==> src/rtl/vga_timing_gen.sv <==
// vga_timing_gen -- parametrised raster timing generator on the system clock.
//
// A clock divider produces a one-clk pixel strobe (pix_en) every CLK_DIV
// enabled clocks. On each strobe the horizontal/vertical position advances.
// All decoded outputs are registered from the next position, so they always
// agree with x_pixel/y_pixel.
//
// Ports:
//   clk          system clock
//   reset        asynchronous, active-high reset
//   en           run enable; low pauses divider, counters and outputs
//   pix_en       one-clk strobe on every pixel advance
//   h_sync       horizontal sync, active level HS_POL
//   v_sync       vertical sync, active level VS_POL
//   DE           data enable, high inside the visible area
//   x_pixel      horizontal position (CNT_W bits)
//   y_pixel      vertical position (CNT_W bits)
//   line_start   high for the whole pixel period where x_pixel == 0
//   frame_start  high for the whole pixel period where x_pixel == 0, y_pixel == 0
//
// Optional build macro VGA_XY_BLANK_ZERO_EN: when defined, x_pixel/y_pixel
// read 0 whenever DE is low (including reset); internal counters are unchanged.

module vga_timing_gen #(
  parameter int H_VISIBLE = 640,
  parameter int H_FRONT   = 16,
  parameter int H_SYNC    = 96,
  parameter int H_BACK    = 48,
  parameter int V_VISIBLE = 480,
  parameter int V_FRONT   = 10,
  parameter int V_SYNC    = 2,
  parameter int V_BACK    = 33,
  parameter int CLK_DIV   = 4,
  parameter bit HS_POL    = 1'b0,
  parameter bit VS_POL    = 1'b0,
  parameter int CNT_W     = 10
) (
  input  logic             clk,
  input  logic             reset,
  input  logic             en,
  output logic             pix_en,
  output logic             h_sync,
  output logic             v_sync,
  output logic             DE,
  output logic [CNT_W-1:0] x_pixel,
  output logic [CNT_W-1:0] y_pixel,
  output logic             line_start,
  output logic             frame_start
);

  localparam int H_TOTAL = H_VISIBLE + H_FRONT + H_SYNC + H_BACK;
  localparam int V_TOTAL = V_VISIBLE + V_FRONT + V_SYNC + V_BACK;
  localparam int DIV_W   = (CLK_DIV > 1) ? $clog2(CLK_DIV) : 1;

  localparam logic [CNT_W-1:0] H_LAST = CNT_W'(H_TOTAL - 1);
  localparam logic [CNT_W-1:0] H_VIS  = CNT_W'(H_VISIBLE);
  localparam logic [CNT_W-1:0] H_SS   = CNT_W'(H_VISIBLE + H_FRONT);
  // Last sync pixel (inclusive) so the constant never needs H_TOTAL to fit.
  localparam logic [CNT_W-1:0] H_SL   = CNT_W'(H_VISIBLE + H_FRONT + H_SYNC - 1);
  localparam logic [CNT_W-1:0] V_LAST = CNT_W'(V_TOTAL - 1);
  localparam logic [CNT_W-1:0] V_VIS  = CNT_W'(V_VISIBLE);
  localparam logic [CNT_W-1:0] V_SS   = CNT_W'(V_VISIBLE + V_FRONT);
  localparam logic [CNT_W-1:0] V_SL   = CNT_W'(V_VISIBLE + V_FRONT + V_SYNC - 1);
  localparam logic [DIV_W-1:0] DIV_LAST = DIV_W'(CLK_DIV - 1);

  // Elaboration-time parameter legality checks.
  if (CLK_DIV < 1) begin : g_bad_div
    $error("vga_timing_gen: CLK_DIV must be at least 1");
  end
  if (H_VISIBLE < 1 || H_SYNC < 1 || V_VISIBLE < 1 || V_SYNC < 1) begin : g_bad_width
    $error("vga_timing_gen: visible and sync widths must be at least 1");
  end
  if (H_TOTAL > (1 << CNT_W) || V_TOTAL > (1 << CNT_W)) begin : g_bad_cnt_w
    $error("vga_timing_gen: CNT_W too small for H_TOTAL-1 / V_TOTAL-1");
  end

  logic [DIV_W-1:0] div;
  logic [CNT_W-1:0] h_cnt;
  logic [CNT_W-1:0] v_cnt;
  logic [CNT_W-1:0] h_next;
  logic [CNT_W-1:0] v_next;
  logic             h_wrap;
  logic             de_next;
  logic             hs_act;
  logic             vs_act;

  // Next position and the decodes of that position.
  always_comb begin
    h_wrap  = (h_cnt == H_LAST);
    h_next  = h_wrap ? '0 : h_cnt + 1'b1;
    v_next  = v_cnt;
    if (h_wrap) begin
      v_next = (v_cnt == V_LAST) ? '0 : v_cnt + 1'b1;
    end
    de_next = (h_next < H_VIS) && (v_next < V_VIS);
    hs_act  = (h_next >= H_SS) && (h_next <= H_SL);
    vs_act  = (v_next >= V_SS) && (v_next <= V_SL);
  end

`ifdef VGA_XY_BLANK_ZERO_EN
  logic [CNT_W-1:0] x_q;
  logic [CNT_W-1:0] y_q;
`endif

  // Reset parks the counters on the last position so the first pixel
  // strobe lands on (0,0). With en low nothing changes except pix_en.
  always_ff @(posedge clk or posedge reset) begin
    if (reset) begin
      div         <= '0;
      pix_en      <= 1'b0;
      h_cnt       <= H_LAST;
      v_cnt       <= V_LAST;
      DE          <= 1'b0;
      h_sync      <= ~HS_POL;
      v_sync      <= ~VS_POL;
      line_start  <= 1'b0;
      frame_start <= 1'b0;
`ifdef VGA_XY_BLANK_ZERO_EN
      x_q         <= '0;
      y_q         <= '0;
`endif
    end else if (en) begin
      if (div == DIV_LAST) begin
        div         <= '0;
        pix_en      <= 1'b1;
        h_cnt       <= h_next;
        v_cnt       <= v_next;
        DE          <= de_next;
        h_sync      <= hs_act ? HS_POL : ~HS_POL;
        v_sync      <= vs_act ? VS_POL : ~VS_POL;
        line_start  <= (h_next == '0);
        frame_start <= (h_next == '0) && (v_next == '0);
`ifdef VGA_XY_BLANK_ZERO_EN
        x_q         <= de_next ? h_next : '0;
        y_q         <= de_next ? v_next : '0;
`endif
      end else begin
        div    <= div + 1'b1;
        pix_en <= 1'b0;
      end
    end else begin
      pix_en <= 1'b0;
    end
  end

`ifdef VGA_XY_BLANK_ZERO_EN
  assign x_pixel = x_q;
  assign y_pixel = y_q;
`else
  assign x_pixel = h_cnt;
  assign y_pixel = v_cnt;
`endif

endmodule

==> config.mk <==
export PLATFORM = sky130hd
export DESIGN_NAME = vga_timing_gen
export DESIGN_NICKNAME = d
export VERILOG_FILES = /design/src/rtl/vga_timing_gen.sv
export SDC_FILE = /design/constraint.sdc
export NUM_CORES = 1
export LEC_CHECK = 0
export CORE_UTILIZATION = 34
export CTS_CLUSTER_SIZE = 20
export DETAILED_ROUTE_END_ITERATION = 8
export PLACE_DENSITY_LB_ADDON = 0.25
export SLEW_MARGIN = 0
export SYNTH_ARGS = -nofsm -noshare
export SYNTH_HDL_FRONTEND = slang
export SYNTH_SLANG_ARGS = --single-unit
==> constraint.sdc <==
create_clock -name clk -period 2.6 [get_ports clk]
set_input_delay 0.26 -clock clk [delete_from_list [all_inputs] [get_ports clk]]
set_output_delay 0.26 -clock clk [all_outputs]
set_load 0.03 [all_outputs]
# After elaboration in Yosys (flattened, before gate mapping)

Index checks and enable logic that the tools add are counted.

Flip-flop bits (word level): 28
Input port bits: 3
Output and inout port bits: 26
Logic and storage cells: 36

$add $sub $neg: 3
Magnitude comparators: 6
Eq/ne operators: 3
Mux-type cells: 8
Reduce and logical (&&, ||, !) cells: 7

Operator list:

| cell                                                  | count |
|---|---|
| 2-to-1 mux 10 bit                                     | 3 |
| adder 10 x 1 -> 10 bit (second input constant)        | 2 |
| equality test 10 bit (second input constant)          | 2 |
| zero test 10 bit                                      | 2 |
| >= comparator 10 bit (second input constant)          | 1 |
| >= comparator 10 x 9 -> 1 bit (second input constant) | 1 |
| <= comparator 10 bit (second input constant)          | 1 |
| <= comparator 10 x 9 -> 1 bit (second input constant) | 1 |
| < comparator 10 bit (second input constant)           | 1 |
| < comparator 10 x 9 -> 1 bit (second input constant)  | 1 |
| logical AND 1 bit                                     | 4 |
| 2-to-1 mux 1 bit                                      | 4 |
| adder 2 x 1 -> 2 bit (second input constant)          | 1 |
| equality test 2 bit (second input constant)           | 1 |
| 2-to-1 mux 2 bit                                      | 1 |
| AND reduction 2 bit                                   | 1 |

# Logic depth before layout (Yosys ltp)

Depth after elaboration: 6
Depth in mapped cells: 8
Depth with buffers taken out: 8

# Least setup slack after synthesis

Ideal clock, no wire load.

Path kind: register to register
From: register h_cnt[1] (netlist: x_pixel[1])
To: register v_sync
Library setup time: 0.102 ns
Arrival: 2.367 ns
Required time: 2.498 ns
Slack: 0.131 ns
Stages on the path, launching flop included: 9
Period minus slack after synthesis: 2.469 ns
Path through: dfstp_2 -> ha_1 -> nand4_4 -> or4_1 -> buf_6 -> nor2_1 -> xor2_1 -> nor4_1 -> a41oi_2

Longest elaborated chain between the ends: 5
Elaborated cells between the ends (all ways): 6
Classes of those cells: 2 x order compare; 1 x eq/ne; 2 x mux; 1 x reduce/logical

RTL lines:

| what                                                                           | line | RTL |
|---|---|---|
| start, declared                                                                | 78   | `logic [CNT_W-1:0] h_cnt;` |
| start signal, assigned                                                         | 126  | `h_cnt <= h_next;` |
| equality test 10 bit (*)                                                       | 89   | `h_wrap = (h_cnt == H_LAST);` |
| 2-to-1 mux 10 bit (*)                                                          | 92   | `if (h_wrap) begin` |
| >= comparator 10 x 9 -> 1 bit or <= comparator 10 x 9 -> 1 bit (tied branches) | 97   | `vs_act = (v_next >= V_SS) && (v_next <= V_SL);` |
| logical AND 1 bit (*)                                                          | 97   |  |
| 2-to-1 mux 1 bit (*)                                                           | 130  | `v_sync <= vs_act ? VS_POL : ~VS_POL;` |
| end signal, assigned                                                           | 115  | `v_sync <= ~VS_POL;` |
| end signal, assigned                                                           | 130  |  |
| end, declared                                                                  | 43   | `output logic v_sync,` |

Every way passes the cells marked *; elsewhere a longest branch is shown, timed or not.
A chain may end at the register's enable or synchronous reset.

# Worst setup path after layout

From: register h_cnt[1] (netlist: x_pixel[1])
To: register frame_start

Longest elaborated chain between the ends: 4
Elaborated cells between the ends (all ways): 7
Classes of those cells: 1 x add/sub; 1 x eq/ne; 2 x mux; 3 x reduce/logical

RTL lines:

| what                                                           | line   | RTL |
|---|---|---|
| adder 10 x 1 -> 10 bit or equality test 10 bit (tied branches) | 90, 89 |  |
| 2-to-1 mux 10 bit (on tied branches)                           | 90, 92 |  |
| zero test 10 bit                                               | 132    | `frame_start <= (h_next == '0) && (v_next == '0);` |
| logical AND 1 bit (*)                                          | 132    |  |
| end signal, assigned                                           | 132    |  |
| end, declared                                                  | 48     | `output logic frame_start` |

Marks and branches as above.

==> results.md <==
- After Yosys synthesis, and, or, nand and nor cells account for 26.5% of the synthesized area.
- The vertical die dimension is 77.7 um.
- The floorplan step set the die width to 77.7 um.
- The number of synthesized flops with an enable pin is 0.
- Port buffering added 28 buffers.
- The initial antenna violation count is 0.
- The synthesis warning total is 0.
- The sequential fraction of the synthesis area is 36.8%.
- The count of vias placed by the detailed router is 1640.
- After synthesis, the netlist uses 55 different library cells.
- The fraction of the mapped netlist area in compound gates is 17.7%.
- In this run, flip-flops and latches consume 44.6% of the power.
- For the worst setup path, the data required time is 2.80 ns.
- Of the total power, the share spent switching nets is 39.0%.
- In this run the register-to-register setup slack is 0.22 ns.
- The clock period minus worst slack is 2.38 ns.
- The number of synthesized register bits is 28.
- In this run the post-CTS setup repair buffer count came out at 0.
- Dividing the final minimum period by the clock period gives 91.7%.
- The total non-filler cell area in the finished layout is 0.00234 mm^2.
- The number of endpoints failing setup at the final stage is 0.
- The number of DRC violations after detailed routing is 0.
- The top fanout value on the critical path is 9.
- After detailed routing, the number of vias per cell comes to 5.29.
- The area added between synthesis and finish is 20.1%.
- The final-report max-slew violation count is 0.
- In this run the number of H-tree levels came out at 1.
- The weighted congestion reported at the end of routability-driven placement is 0.812.
- The hold violation total from the final report is 0.
- The worst register-to-register path has a depth of 7.
- The post-synthesis instance area is 0.00195 mm^2.
- The count of nets left with antenna violations once routing finished came out at 0.
- The clock tree root driver cell is sky130_fd_sc_hd__clkbuf_8.
- In this run the static leakage power is 0.948 nW.
- The hold slack is 0.330 ns.
- The internal portion of total power is 879 uW.
- The element type at the critical path end is a flip-flop.
- Of the total synthesized cell area, the portion taken by XOR and XNOR cells is 7.65%.
- The sum of negative setup slack is 0 ns.
- On the final layout, the worst clock skew is 0.00567 ns.
- The floorplan step defined a die boundary enclosing 0.00603 mm^2.
- The maximum buffer depth of the clock tree is 2.
- The synthesized netlist cell count is 216.
- The timing endpoint of the critical path is frame_start$_DFFE_PP0P_.
- Counting every sink on the clock net gives 28.
- The worst relative slew slack is 65.6%.
- The repair_antennas step left the layout with diodes totalling 0.
- The count of nets after finishing is 247.
- For this run, the top clock speed supported by timing is 0.419 GHz.
- The CTS tree is built.
- The peak supply drop is 0.340 mV.
- The number of global-route vias before repair was 1533.
- After the first detailed-routing iteration, the DRC count stood at 154.
- Once the floorplan was initialized, standard cells occupied 35.4% of the core.
- 29 I/O pins were placed.
- Global routing used 16.7% of the available tracks across all layers.
- When the netlist entered floorplanning its net count stood at 224.
- By area, the combinational part of the netlist is dominated by simple AND/OR/NAND/NOR gates.
- Per report_power, the clock group accounts for 19.4% of the total.
- The total power density per cell area is 616 mW/mm^2.
- Measured against the total synthesized area, the mux share comes to 1.16%.
- For the pin with the worst max-slew slack, the measured transition is 0.515 ns.
- The worst setup path is launched from a flip-flop.
- The final global-route overflow total is 0.
- The first global-routing pass estimated 8010 um of wire.
- The worst setup path is of the flip-flop to flip-flop kind.
- The critical path data arrival time is 2.59 ns.
- In this run the worst hold path is classified as input pin to asynchronous set/reset pin.
- Clock latency on the worst-skew pair, taken at its later pin, is 0.28 ns.
- The run finished with clean final reports.
- The area share of fa/ha/maj cells after synthesis is 3.21%.
- Setup repair after global routing left no endpoint under its margin.
- The launch point of the worst reg-to-reg path is x_pixel[1]$_DFFE_PP1P_.
- For this run, the leading register cell type out of synthesis is sky130_fd_sc_hd__dfrtp_1.
- The routed length per placed instance is 14.7 um.
- After synthesis, the mean cell area works out to 9.01 um^2.
- The core region area is 0.00551 mm^2.
- The floorplan has 27 rows.
- The HPWL after detailed placement is 3260 um.
- The terminus of the critical flop-to-flop path is frame_start$_DFFE_PP0P_.
- The share of synthesized flip-flops with an asynchronous set or reset is 100%.
- Cells fill 42.5% of the core in the end.
- The fraction of layout cells with a size suffix above 1 is 16.8%.
- The first-pass iteration count of the detailed router is 5.
- Combinational logic burns 35.9% of the power.
- Entering global routing, the biggest net connects 29 pins.
- The clock-pin slew reported for the worst setup and hold paths after clock tree synthesis is 0.11 ns.
- In this run the worst setup path begins at x_pixel[1]$_DFFE_PP1P_.
- After detailed placement, the total cell area comes to 0.00227 mm^2.
- Max-cap violations in this run came to 0.
- For this design the total switching power over the nets is 563 uW.
- The routed wire length is 4560 um.
- The number of clock buffers added by TritonCTS is 3.
[kinds of logic after synthesis]
group	Yosys count
flops	28
compound gates	49
mux	2
xor+xnor	17
simple gates	89
buf+inv	26
fa+ha+maj	5
[worst max-delay path, cell delays in order (launching register included)]
cell and delay, ns:
sky130_fd_sc_hd__dfstp_2 0.62, sky130_fd_sc_hd__ha_4 0.19, sky130_fd_sc_hd__nand4_4 0.19, sky130_fd_sc_hd__or4_4 0.50, sky130_fd_sc_hd__buf_4 0.19, sky130_fd_sc_hd__a211oi_4 0.29, sky130_fd_sc_hd__o2111ai_1 0.18, sky130_fd_sc_hd__o21ai_1 0.16
[final cells by class]
type	instances	area, um^2
Sequential cell	28	716
Tap cell	72	90.1
Inverter	9	33.8
Fill cell	522	3170
Multi-Input combinational cell	162	1110
Timing Repair Buffer	35	333
Clock buffer	4	55.1
[how the worst min path moves through the flow]
stage | depth (start not counted) | endpoint | slack [ns]
after floorplan | 1 | DE$_DFFE_PP0P_ | 0.32
after global placement | 1 | line_start$_DFFE_PP0P_ | 0.46
after detailed placement | 1 | line_start$_DFFE_PP0P_ | 0.48
after CTS | 3 | div[1]$_DFFE_PP0P_ | 0.35
after global routing | 3 | div[0]$_DFFE_PP0P_ | 0.42
final | 3 | DE$_DFFE_PP0P_ | 0.33
[per-layer routing]
layer,vias to the layer above,track usage (%),wire length (um)
met5,-,0,0
met4,0,3.77,31
met3,2,2.47,262
met2,49,23.6,1890
met1,764,26.2,2380
li1,825,-,-
[metrics by stage]
stage          total power, mW  std cells  worst slack (ns)
2_1_floorplan            0.989        216             0.131
3_3_place_gp              1.15        306             0.194
3_5_place_dp              1.16        306            0.0645
4_1_cts                   1.44        310            0.0493
5_1_grt                   1.54        310            0.0603
6_report                  1.44        310             0.216
[synth_stat cells, types with 3 or more instances]
cell type / n / area share [%]
sky130_fd_sc_hd__ha_1: 5 / 3.2
sky130_fd_sc_hd__o21ai_0: 14 / 3.6
sky130_fd_sc_hd__xor2_1: 9 / 4.0
sky130_fd_sc_hd__o21ai_1: 3 / 0.77
sky130_fd_sc_hd__a21o_1: 3 / 1.2
sky130_fd_sc_hd__nand4_1: 5 / 1.6
sky130_fd_sc_hd__nor4_1: 3 / 0.96
sky130_fd_sc_hd__nor3_1: 10 / 2.6
sky130_fd_sc_hd__nand2_1: 26 / 5.0
sky130_fd_sc_hd__dfstp_2: 12 / 16
sky130_fd_sc_hd__nor2_1: 10 / 1.9
sky130_fd_sc_hd__buf_4: 4 / 1.5
sky130_fd_sc_hd__and3_1: 5 / 1.6
sky130_fd_sc_hd__xnor2_1: 8 / 3.6
sky130_fd_sc_hd__nand3_1: 10 / 2.6
sky130_fd_sc_hd__clkbuf_1: 4 / 0.77
sky130_fd_sc_hd__inv_1: 9 / 1.7
sky130_fd_sc_hd__dfrtp_1: 16 / 21
sky130_fd_sc_hd__a21oi_1: 6 / 1.5
sky130_fd_sc_hd__buf_2: 7 / 1.8
[repair_timing]
item | CTS | global route
hold buffers | 0 | 0
setup endpoints to repair | 0 | 5
resized for setup | 0 | 3
[placed cells by master (no fill, tap or decap), types with 2 or more instances in the layout]
cell type                          n
sky130_fd_sc_hd__nor2_1           10
sky130_fd_sc_hd__o22ai_1           2
sky130_fd_sc_hd__nor4_1            3
sky130_fd_sc_hd__o311ai_0          2
sky130_fd_sc_hd__nand2_1          26
sky130_fd_sc_hd__o21ai_0          14
sky130_fd_sc_hd__o31ai_1           2
sky130_fd_sc_hd__a31oi_1           2
sky130_fd_sc_hd__and4_1            2
sky130_fd_sc_hd__and3_1            5
sky130_fd_sc_hd__mux2_2            2
sky130_fd_sc_hd__dfstp_2          12
sky130_fd_sc_hd__nor3_2            2
sky130_fd_sc_hd__xor2_1            9
sky130_fd_sc_hd__a21o_1            3
sky130_fd_sc_hd__nand3_1          10
sky130_fd_sc_hd__inv_1             9
sky130_fd_sc_hd__a21oi_1           6
sky130_fd_sc_hd__dfrtp_1          16
sky130_fd_sc_hd__clkdlybuf4s50_1  28
sky130_fd_sc_hd__nand4_1           5
sky130_fd_sc_hd__buf_4             7
sky130_fd_sc_hd__clkbuf_8          4
sky130_fd_sc_hd__nor2_2            2
sky130_fd_sc_hd__o21ai_1           3
sky130_fd_sc_hd__nor3_1           10
sky130_fd_sc_hd__xnor2_1           8
sky130_fd_sc_hd__nor4_2            2
sky130_fd_sc_hd__ha_1              4
sky130_fd_sc_hd__a2111oi_0         2
[registers in the layout (all words and copies together) (netlist names)]
name and cells:
pix_en 1, DE 1, h_sync 1, x_pixel 10, frame_start 1, line_start 1, div 2, v_sync 1
y_pixel 10
[power groups by stage]
stage / clock network, mW / registers (mW) / logic, mW
after floorplan: 0 / 0.679 / 0.310
after global placement: 0 / 0.641 / 0.513
after detailed placement: 0 / 0.643 / 0.513
after CTS: 0.291 / 0.635 / 0.518
after global routing: 0.305 / 0.659 / 0.579
final: 0.280 / 0.643 / 0.518
(Power assumes the default switching activity.)
